[src/rtl/program_loader_pkg.sv]
// Shared types and constants for the boot-time program loader.
package loader_pkg;

    localparam int BYTE_W         = 8;
    localparam int WORD_W         = 32;
    localparam int BYTES_PER_WORD = 4;

    typedef enum logic [2:0] {
        IDLE,
        HDR,
        LOAD,
        WRITE,
        CSUM,
        DONE,
        ERR
    } loader_state_t;

    typedef struct packed {
        logic rx_ready;
        logic busy;
        logic cpu_hold;
        logic done;
        logic err;
    } state_out_t;

    // Status outputs are a pure function of the state; the loader registers
    // this decode of the next state so the outputs come straight from flops.
    function automatic state_out_t decode_outputs(loader_state_t s);
        state_out_t o;
        o = '{rx_ready: 1'b0, busy: 1'b0, cpu_hold: 1'b1, done: 1'b0, err: 1'b0};
        case (s)
            HDR, LOAD, CSUM: begin
                o.rx_ready = 1'b1;
                o.busy     = 1'b1;
            end
            WRITE: o.busy = 1'b1;
            DONE: begin
                o.cpu_hold = 1'b0;
                o.done     = 1'b1;
            end
            ERR:     o.err = 1'b1;
            default: ;
        endcase
        return o;
    endfunction

endpackage

[src/rtl/program_loader_if.sv]
// Byte-stream input, IMU write port and status bundle of the program loader.
interface program_loader_if #(
    parameter int ADDR_W = 8
);
    import loader_pkg::*;

    logic                start;
    logic [BYTE_W-1:0]   rx_data;
    logic                rx_valid;
    logic                rx_ready;
    logic                imu_wen;
    logic [ADDR_W-1:0]   imu_addr;
    logic [WORD_W-1:0]   imu_data;
    logic                cpu_hold;
    logic                busy;
    logic                done;
    logic                err;
    logic [7:0]          words_loaded;

    modport master (
        output start, rx_data, rx_valid,
        input  rx_ready, imu_wen, imu_addr, imu_data,
        input  cpu_hold, busy, done, err, words_loaded
    );

    modport slave (
        input  start, rx_data, rx_valid,
        output rx_ready, imu_wen, imu_addr, imu_data,
        output cpu_hold, busy, done, err, words_loaded
    );

endinterface

[src/rtl/program_loader_word_assembler.sv]
// Packs big-endian bytes into 32-bit words; o_word_ready pulses the cycle
// after the fourth byte and o_word holds the finished word until the next one.
module word_assembler
    import loader_pkg::*;
(
    input  logic              clk,
    input  logic              clr,
    input  logic [BYTE_W-1:0] i_byte_in,
    input  logic              i_byte_en,
    input  logic              i_flush,
    output logic              o_last_byte,
    output logic              o_word_ready,
    output logic [WORD_W-1:0] o_word
);

    logic [WORD_W-BYTE_W-1:0] r_shift;
    logic [1:0]               r_idx;
    logic                     r_word_ready;
    logic [WORD_W-1:0]        r_word;

    assign o_last_byte  = (r_idx == 2'(BYTES_PER_WORD - 1));
    assign o_word_ready = r_word_ready;
    assign o_word       = r_word;

    always_ff @(posedge clk or negedge clr) begin
        if (!clr) begin
            r_shift      <= '0;
            r_idx        <= '0;
            r_word_ready <= 1'b0;
            r_word       <= '0;
        end else begin
            r_word_ready <= 1'b0;
            if (i_flush) begin
                r_shift <= '0;
                r_idx   <= '0;
            end else if (i_byte_en) begin
                r_shift <= {r_shift[WORD_W-2*BYTE_W-1:0], i_byte_in};
                r_idx   <= r_idx + 2'd1;
                // Only three bytes are ever buffered; the fourth completes the word directly.
                if (o_last_byte) begin
                    r_word       <= {r_shift, i_byte_in};
                    r_word_ready <= 1'b1;
                end
            end
        end
    end

endmodule

[src/rtl/program_loader.sv]
// Boot loader: header + byte stream -> 32-bit IMU writes, CPU held until done.
// Define PROGRAM_LOADER_CHECKSUM_EN to require a trailing XOR checksum byte.
module program_loader
    import loader_pkg::*;
#(
    parameter int ADDR_W    = 8,
    parameter int ADDR_STEP = 4,
    parameter int BASE_ADDR = 0,
    parameter int MAX_WORDS = 64
) (
    input  logic             clk,
    input  logic             clr,
    program_loader_if.slave  bus
);

    loader_state_t     r_state;
    loader_state_t     w_state_next;
    state_out_t        w_out_next;

    logic              r_rx_ready;
    logic              r_busy;
    logic              r_cpu_hold;
    logic              r_done;
    logic              r_err;
    logic [7:0]        r_words;
    logic [7:0]        r_n;
    logic [ADDR_W-1:0] r_addr;
`ifdef PROGRAM_LOADER_CHECKSUM_EN
    logic [BYTE_W-1:0] r_csum;
`endif

    logic              w_hs;
    logic              w_start_go;
    logic              w_byte_en;
    logic              w_last_byte;
    logic              w_word_ready;
    logic [WORD_W-1:0] w_word;
    logic [ADDR_W-1:0] w_addr_calc;

    assign w_hs        = bus.rx_valid & r_rx_ready;
    assign w_start_go  = bus.start && (r_state inside {IDLE, DONE, ERR});
    assign w_byte_en   = w_hs && (r_state == LOAD);
    // Address wraps naturally by truncation to ADDR_W.
    assign w_addr_calc = ADDR_W'(BASE_ADDR + ADDR_STEP * int'(r_words));

    word_assembler u_asm (
        .clk          (clk),
        .clr          (clr),
        .i_byte_in    (bus.rx_data),
        .i_byte_en    (w_byte_en),
        .i_flush      (w_start_go),
        .o_last_byte  (w_last_byte),
        .o_word_ready (w_word_ready),
        .o_word       (w_word)
    );

    always_comb begin
        w_state_next = r_state;
        case (r_state)
            IDLE, DONE, ERR: if (bus.start) w_state_next = HDR;
            HDR: begin
                if (w_hs) begin
                    if (bus.rx_data == '0 || int'(bus.rx_data) > MAX_WORDS)
                        w_state_next = ERR;
                    else
                        w_state_next = LOAD;
                end
            end
            LOAD: if (w_hs && w_last_byte) w_state_next = WRITE;
            // r_words already counts the word being written in this cycle.
            WRITE: begin
                if (r_words < r_n)
                    w_state_next = LOAD;
                else
`ifdef PROGRAM_LOADER_CHECKSUM_EN
                    w_state_next = CSUM;
`else
                    w_state_next = DONE;
`endif
            end
`ifdef PROGRAM_LOADER_CHECKSUM_EN
            CSUM: if (w_hs) w_state_next = (bus.rx_data == r_csum) ? DONE : ERR;
`endif
            default: w_state_next = IDLE;
        endcase
        w_out_next = decode_outputs(w_state_next);
    end

    always_ff @(posedge clk or negedge clr) begin
        if (!clr) begin
            r_state    <= IDLE;
            r_rx_ready <= 1'b0;
            r_busy     <= 1'b0;
            r_cpu_hold <= 1'b1;
            r_done     <= 1'b0;
            r_err      <= 1'b0;
            r_words    <= '0;
            r_n        <= '0;
            r_addr     <= '0;
`ifdef PROGRAM_LOADER_CHECKSUM_EN
            r_csum     <= '0;
`endif
        end else begin
            r_state    <= w_state_next;
            r_rx_ready <= w_out_next.rx_ready;
            r_busy     <= w_out_next.busy;
            r_cpu_hold <= w_out_next.cpu_hold;
            r_done     <= w_out_next.done;
            r_err      <= w_out_next.err;
            if (w_start_go) begin
                r_words <= '0;
`ifdef PROGRAM_LOADER_CHECKSUM_EN
                r_csum  <= '0;
`endif
            end
            if (r_state == HDR && w_hs) r_n <= bus.rx_data;
`ifdef PROGRAM_LOADER_CHECKSUM_EN
            if (w_byte_en) r_csum <= r_csum ^ bus.rx_data;
`endif
            if (r_state == LOAD && w_state_next == WRITE) begin
                r_addr  <= w_addr_calc;
                r_words <= r_words + 8'd1;
            end
        end
    end

    assign bus.rx_ready     = r_rx_ready;
    assign bus.imu_wen      = w_word_ready;
    assign bus.imu_addr     = r_addr;
    assign bus.imu_data     = w_word;
    assign bus.cpu_hold     = r_cpu_hold;
    assign bus.busy         = r_busy;
    assign bus.done         = r_done;
    assign bus.err          = r_err;
    assign bus.words_loaded = r_words;

endmodule

[src/flat_wrapper.sv]
// flat-port wrapper written by rule: the top's interface ports become plain ports
module program_loader_flat import loader_pkg::*;
#(
    parameter int ADDR_W    = 8,
    parameter int ADDR_STEP = 4,
    parameter int BASE_ADDR = 0,
    parameter int MAX_WORDS = 64
)
  (clk, clr, bus_start, bus_rx_data, bus_rx_valid, bus_rx_ready, bus_imu_wen, bus_imu_addr, bus_imu_data, bus_cpu_hold, bus_busy, bus_done, bus_err, bus_words_loaded);
  program_loader_if #(.ADDR_W(ADDR_W)) bus_i ();
  input  logic clk;
  input  logic clr;
  input wire logic [$bits(bus_i.start)-1:0] bus_start;
  input wire logic [$bits(bus_i.rx_data)-1:0] bus_rx_data;
  input wire logic [$bits(bus_i.rx_valid)-1:0] bus_rx_valid;
  output wire logic [$bits(bus_i.rx_ready)-1:0] bus_rx_ready;
  output wire logic [$bits(bus_i.imu_wen)-1:0] bus_imu_wen;
  output wire logic [$bits(bus_i.imu_addr)-1:0] bus_imu_addr;
  output wire logic [$bits(bus_i.imu_data)-1:0] bus_imu_data;
  output wire logic [$bits(bus_i.cpu_hold)-1:0] bus_cpu_hold;
  output wire logic [$bits(bus_i.busy)-1:0] bus_busy;
  output wire logic [$bits(bus_i.done)-1:0] bus_done;
  output wire logic [$bits(bus_i.err)-1:0] bus_err;
  output wire logic [$bits(bus_i.words_loaded)-1:0] bus_words_loaded;
  assign bus_i.start = bus_start;
  assign bus_i.rx_data = bus_rx_data;
  assign bus_i.rx_valid = bus_rx_valid;
  assign bus_rx_ready = bus_i.rx_ready;
  assign bus_imu_wen = bus_i.imu_wen;
  assign bus_imu_addr = bus_i.imu_addr;
  assign bus_imu_data = bus_i.imu_data;
  assign bus_cpu_hold = bus_i.cpu_hold;
  assign bus_busy = bus_i.busy;
  assign bus_done = bus_i.done;
  assign bus_err = bus_i.err;
  assign bus_words_loaded = bus_i.words_loaded;
  program_loader #(.ADDR_W(ADDR_W), .ADDR_STEP(ADDR_STEP), .BASE_ADDR(BASE_ADDR), .MAX_WORDS(MAX_WORDS)) u_core (.clk(clk), .clr(clr), .bus(bus_i));
endmodule
[config.mk]
export PLATFORM = sky130hd
export DESIGN_NAME = program_loader_flat
export DESIGN_NICKNAME = d
export VERILOG_FILES = /design/src/rtl/program_loader_pkg.sv /design/src/rtl/program_loader_if.sv /design/src/rtl/program_loader_word_assembler.sv /design/src/rtl/program_loader.sv /design/src/flat_wrapper.sv
export SDC_FILE = /design/constraint.sdc
export NUM_CORES = 1
export LEC_CHECK = 0
export ABC_CLOCK_PERIOD_IN_PS = 3800
export CAP_MARGIN = 20
export CELL_PAD_IN_SITES_DETAIL_PLACEMENT = 1
export CELL_PAD_IN_SITES_GLOBAL_PLACEMENT = 1
export CORE_ASPECT_RATIO = 0.7
export CORE_UTILIZATION = 44
export DETAILED_ROUTE_END_ITERATION = 8
export PLACE_DENSITY = 0.87
export SYNTH_ARGS = -nofsm -noshare
export SYNTH_HDL_FRONTEND = slang
export SYNTH_SLANG_ARGS = --single-unit
[constraint.sdc]
create_clock -name clk -period 3.8 [get_ports clk]
set_input_delay 0.57 -clock clk [delete_from_list [all_inputs] [get_ports clk]]
set_output_delay 0.57 -clock clk [all_outputs]
set_load 0.05 [all_outputs]
; Word level (Yosys, flattened, before mapping)
; Cells that the tools add are included.
[word_totals]
regBits = 89
out_inout_bits = 54
wordCells = 65
[classes]
add_sub_neg = 2
n_lt_le_gt_ge = 2
eq_ne = 12
n_mux = 19
bitwise_logic = 2
n_reduce_logical = 15
[ops]
columns = cell, n
row1 = $mux 24, 2
row2 = $mux 8, 2
row3 = $eq 3x3->1 const B, 5
row4 = $mux 3, 5
row5 = $eq 3x2->1 const B, 4
row6 = $pmux 3 s4, 1
row7 = $add 8x1->8 const B, 1
row8 = $gt 8x7->1 const B, 1
row9 = $logic_not 8->1, 1
row10 = $lt 8x8->1, 1
row11 = $eq 3x1->1 const B, 2
row12 = $mux 1, 6
row13 = $mux 2, 3
row14 = $reduce_or 3->1, 2
row15 = $logic_and 1x1->1, 5
row16 = $reduce_bool 2->1, 2
row17 = $reduce_or 4->1, 1
row18 = $logic_not 3->1, 1
row19 = $reduce_and 3->1, 1
row20 = $reduce_bool 3->1, 1
row21 = $add 2x1->2 const B, 1
row22 = $eq 2x2->1 const B, 1
row23 = $and 1x1->1, 1
row24 = $logic_or 1x1->1, 1
row25 = $not 1->1, 1

; Logic depth before layout (Yosys ltp)
[depth]
ltp_word = 8
mapped_depth = 8

; Modules after synthesis
; Synthesis repeated with hierarchy kept, for this count alone.
[unflattened]
hier_cells = 319
hier_area_um2 = 4036.4
[by_module_without_submodules]
columns = mod, n_inst, cells_each, area_per_inst_um2, seq_area_each_um2
row1 = word_assembler, 1, 155, 2413.6, 1476.4
row2 = program_loader, 1, 164, 1622.8, 752.0

; Worst setup path after synthesis
; Ideal clock, no wire load.
[synth_path]
kind = register to register
start = register u_core.r_words[1] (netlist: u_core.bus.words_loaded[1])
end = register u_core.r_done (netlist: u_core.bus.done)
setup_time_ns = 0.119
t_arrival_ns = 1.791
t_required_ns = 3.681
path_slack_ns = 1.890
path_stages_with_launch = 6
period_less_slack_ns = 1.910
cell_sequence = dfrtp_1 > ha_1 > a2111o_1 > a21oi_4 > o21ai_2 > and2_1
[synth_rtl]
columns = item, line_no
row1 = start: declaration, program_loader.sv:25  ; logic [7:0] r_words;
row2 = start signal: assignment, program_loader.sv:122  ; r_words <= r_words + 8'd1;
row3 = end signal: assignment, program_loader.sv:108  ; r_done <= w_out_next.done;
row4 = end: declaration, program_loader.sv:23  ; logic r_done;

; Worst setup path after layout
[layout_path]
start = input bus_start
end = register u_core.u_asm.r_idx[0]
[layout_via]
elab_chain_cells = 2
elab_cells_between_ends = 3
classes_between = mux (1) / reduce/logical (2)
[layout_rtl]
columns = item, line_no
row1 = start: declaration, flat_wrapper.sv:13  ; input wire logic [$bits(bus_i.start)-1:0] bus_start;
row2 = $logic_and 1x1->1 (*), program_loader.sv:41  ; assign w_start_go = bus.start && (r_state inside {IDLE, DONE, ERR});
row3 = $mux 2 or $reduce_bool 2->1 (tied branches), n/a
row4 = end signal: assignment, program_loader_word_assembler.sv:38  ; r_idx <= r_idx + 2'd1;
row5 = end: declaration, program_loader_word_assembler.sv:17  ; logic [1:0] r_idx;
; Every way passes the cells marked *; elsewhere a longest branch is shown, timed or not.
; A chain may end at the register's enable or synchronous reset.

==> metrics.cfg <==
[drt]
via_per_inst = 5.402
maxUsedRoutingLayer = met4
wl_met3_um = 329
num_vias = 2879
antenna_left = 0
routed_wl_um = 9549
wl_met2_um = 4608
drc_errors = 0
drt_iter0_drc = 196
dr.pass1.iters = 4
wl_met1_um = 4468
wl_per_cell_um = 17.92

[clock_tree]
cts_root_buf = clkbuf_16
ctsResizeCount = 0
cts_setup_buffers = 0
cts_buffer_depth = 2
cts.sinks = 89
htreeDepth = 3
clock_latency_ps = 340
cts_tree = done
path_clk_slew_ps = 60
cts_buffers = 9
cts_hold_buffers = 0

[power]
powerDensity_mw_per_mm2 = 854.9
power.leakage_nw = 2.262
peakVddDrop_v = 0.0005156
power_mw = 4.048

[synthesis]
ys_async_sr_fraction = 1.000
ys_seq_area_frac = 0.5937
synth_warnings = 0
ys_ff_latch = 89
yosysTopAreaCell = dfrtp_1
synth_edf_count = 0
synth_area_leaders = dfrtp_1, nand2_1, a22o_1
synthFlopType = dfrtp_1
ys_types = 46
yosysTopAreaCellShare = 0.5867
postSynthAreaPerCell_um2 = 10.26
synth_area_mm2 = 0.003754
syn_inst = 366

[global_route]
grt_use_total = 0.2382
antenna_found_initial = 0
grt_max_degree = 81
grt-ovfl-total = 0
grt_pass1_wl_um = 16110
grt_pass1_vias = 3108

[setup_path]
reg2reg_depth = 5
path_cells = clkdlybuf4s50_1 -> nor2b_1 -> o21bai_1 -> a31oi_1 -> nor2_2 -> mux2_2
crit_path_end_kind = flip-flop
crit_type = primary input to flip-flop
rrSetupSlack_ps = 1630
arrival_ps = 2720
required_ps = 4080
critPathSlowestCell = nor2_2
r2r_end = u_core.u_asm.r_idx[0]
rr_startpoint = u_core.r_state[2]
path_max_fanout = 26
max_stage_delay_ps = 820
start_kind = primary input

[placement]
placedCellCount = 516
place_area_mm2 = 0.004432
routabilityCongestion = 0.7596
dp_hpwl_um = 6151
place_ws_ps = 1054
port_buffers = 63

[die]
core_area_mm2 = 0.008074
initial_core_util = 0.4649
boundaryPins = 66
rows = 27
fp.dieH_um = 79.28
dieArea_mm2 = 0.008910
die_x_um = 112.4

[cells_and_area]
final_util = 0.5864
instances_no_fill = 533
drive_gt1_frac = 0.08102
area_delta_synth_final_pct = 26.13
fillCellCount = 874
seqCellArea_mm2 = 0.002228
nets = 448
design_area_mm2 = 0.004735
antenna_cells = 0
multi_input_area_mm2 = 0.001381

[sta]
drv_slew = 0
finalSetupViolCount = 0
finalSetupTns_ps = 0
tightest_slew_ps = 1029
fin_crit_sh = 0.6433
setup_slack_ps = 1356
skew_ps = 5.751
max_slew_margin = 0.3135
finalHoldViolations = 0
period_minus_slack_ps = 2444
rsz0062_at_grt = false
fmax_mhz = 409.1
hold_ws_ps = 74.01

[run]
drv_cap = 0

[status]
status = finished clean

[min_path]
worstHoldPathType = primary input to asynchronous set/reset pin

-- layout make-up --
| cell class | instances | area share |
|---|---|---|
| Tap cell | 101 | 0.02669 |
| Clock inverter | 4 | 0.006078 |
| Multi-Input combinational cell | 249 | 0.2918 |
| Timing Repair Buffer | 68 | 0.1448 |
| Sequential cell | 89 | 0.4707 |
| Clock buffer | 12 | 0.05206 |
| Inverter | 10 | 0.007928 |
-- worst max-delay path: cells and delay by family --
kind / cells / cell delay (ps)
buffers and inverters: 1 / 520
muxes: 1 / 310
and+or+nand+nor: 2 / 1030
AOI/OAI and AO/OA: 2 / 290
-- sequential cells by signal, summed over array words and instances (netlist names), 2 cells and up --
name	count
u_core.bus.imu_addr	6
u_core.bus.words_loaded	8
u_core.u_asm.r_shift	24
u_core.u_asm.r_idx	2
u_core.r_state	3
u_core.u_asm.o_word	32
u_core.r_n	8
-- cell usage in the layout, fill, tap and decap left out, drive strengths merged, types with 3 or more instances in the layout --
| master | Yosys | routed |
|---|---|---|
| ha | 9 | 9 |
| nor2 | 12 | 12 |
| a22o | 26 | 26 |
| inv | 10 | 10 |
| nand3 | 3 | 3 |
| nand2 | 133 | 133 |
| o21ai | 23 | 23 |
| a21oi | 8 | 8 |
| clkdlybuf4s50 | 0 | 62 |
| nand3b | 4 | 4 |
| clkbuf | 4 | 12 |
| buf | 15 | 6 |
| nor3 | 3 | 3 |
| dfrtp | 88 | 88 |
-- how the worst max path moves through the flow --
| stage | to | slack [ps] | start | cells after the start |
|---|---|---|---|---|
| 5_1_grt | u_core.u_asm.r_idx[0] | 1210 | bus_start | 6 |
| 2_1_floorplan | u_core.bus.done | 1890 | u_core.bus.words_loaded[1] | 5 |
| 4_1_cts | u_core.u_asm.r_idx[0] | 1350 | bus_start | 6 |
| 3_5_place_dp | u_core.u_asm.r_idx[0] | 1050 | bus_start | 6 |
| 6_report | u_core.u_asm.r_idx[0] | 1360 | bus_start | 6 |
| 3_3_place_gp | u_core.u_asm.r_idx[0] | 1130 | bus_start | 6 |
-- synthesized netlist by cell type (2+ instances only) --
library cell  number
a22o_1            26
mux2_2             2
nand2b_1           2
buf_2              7
nand3_1            3
nand3b_1           3
xor2_1             2
inv_1              9
o21ai_0           21
nor2_2             2
and3b_1            2
buf_4              8
dfrtp_1           88
nor2_1            10
a21oi_1            6
clkbuf_1           4
and2_1             2
o31ai_1            2
ha_1               9
nand2_1          132
-- logic make-up after synthesis --
logic type | synth area share
adders and majority gates | 0.03000
and+or+nand+nor | 0.1947
AOI/OAI and AO/OA | 0.1257
buffers and inverters | 0.03933
other | 0.0009990
DFF | 0.5937
muxes | 0.008666
xor gates and xnor gates | 0.007001
-- routing by layer --
metal  track usage  vias up
li1              -     1336
met1        0.3148     1471
met2        0.3907       59
met3       0.05954       13
met4       0.07333        0
met5             0        -
-- report_power, final --
| group | internal (mW) | total [mW] | switching [mW] |
|---|---|---|---|
| Combinational | 0.574 | 1.69 | 1.12 |
| Clock | 0.461 | 0.819 | 0.358 |
| Sequential | 1.28 | 1.54 | 0.255 |
| Total | 2.32 | 4.05 | 1.73 |
Note: power is estimated with default switching activity, not from simulation.
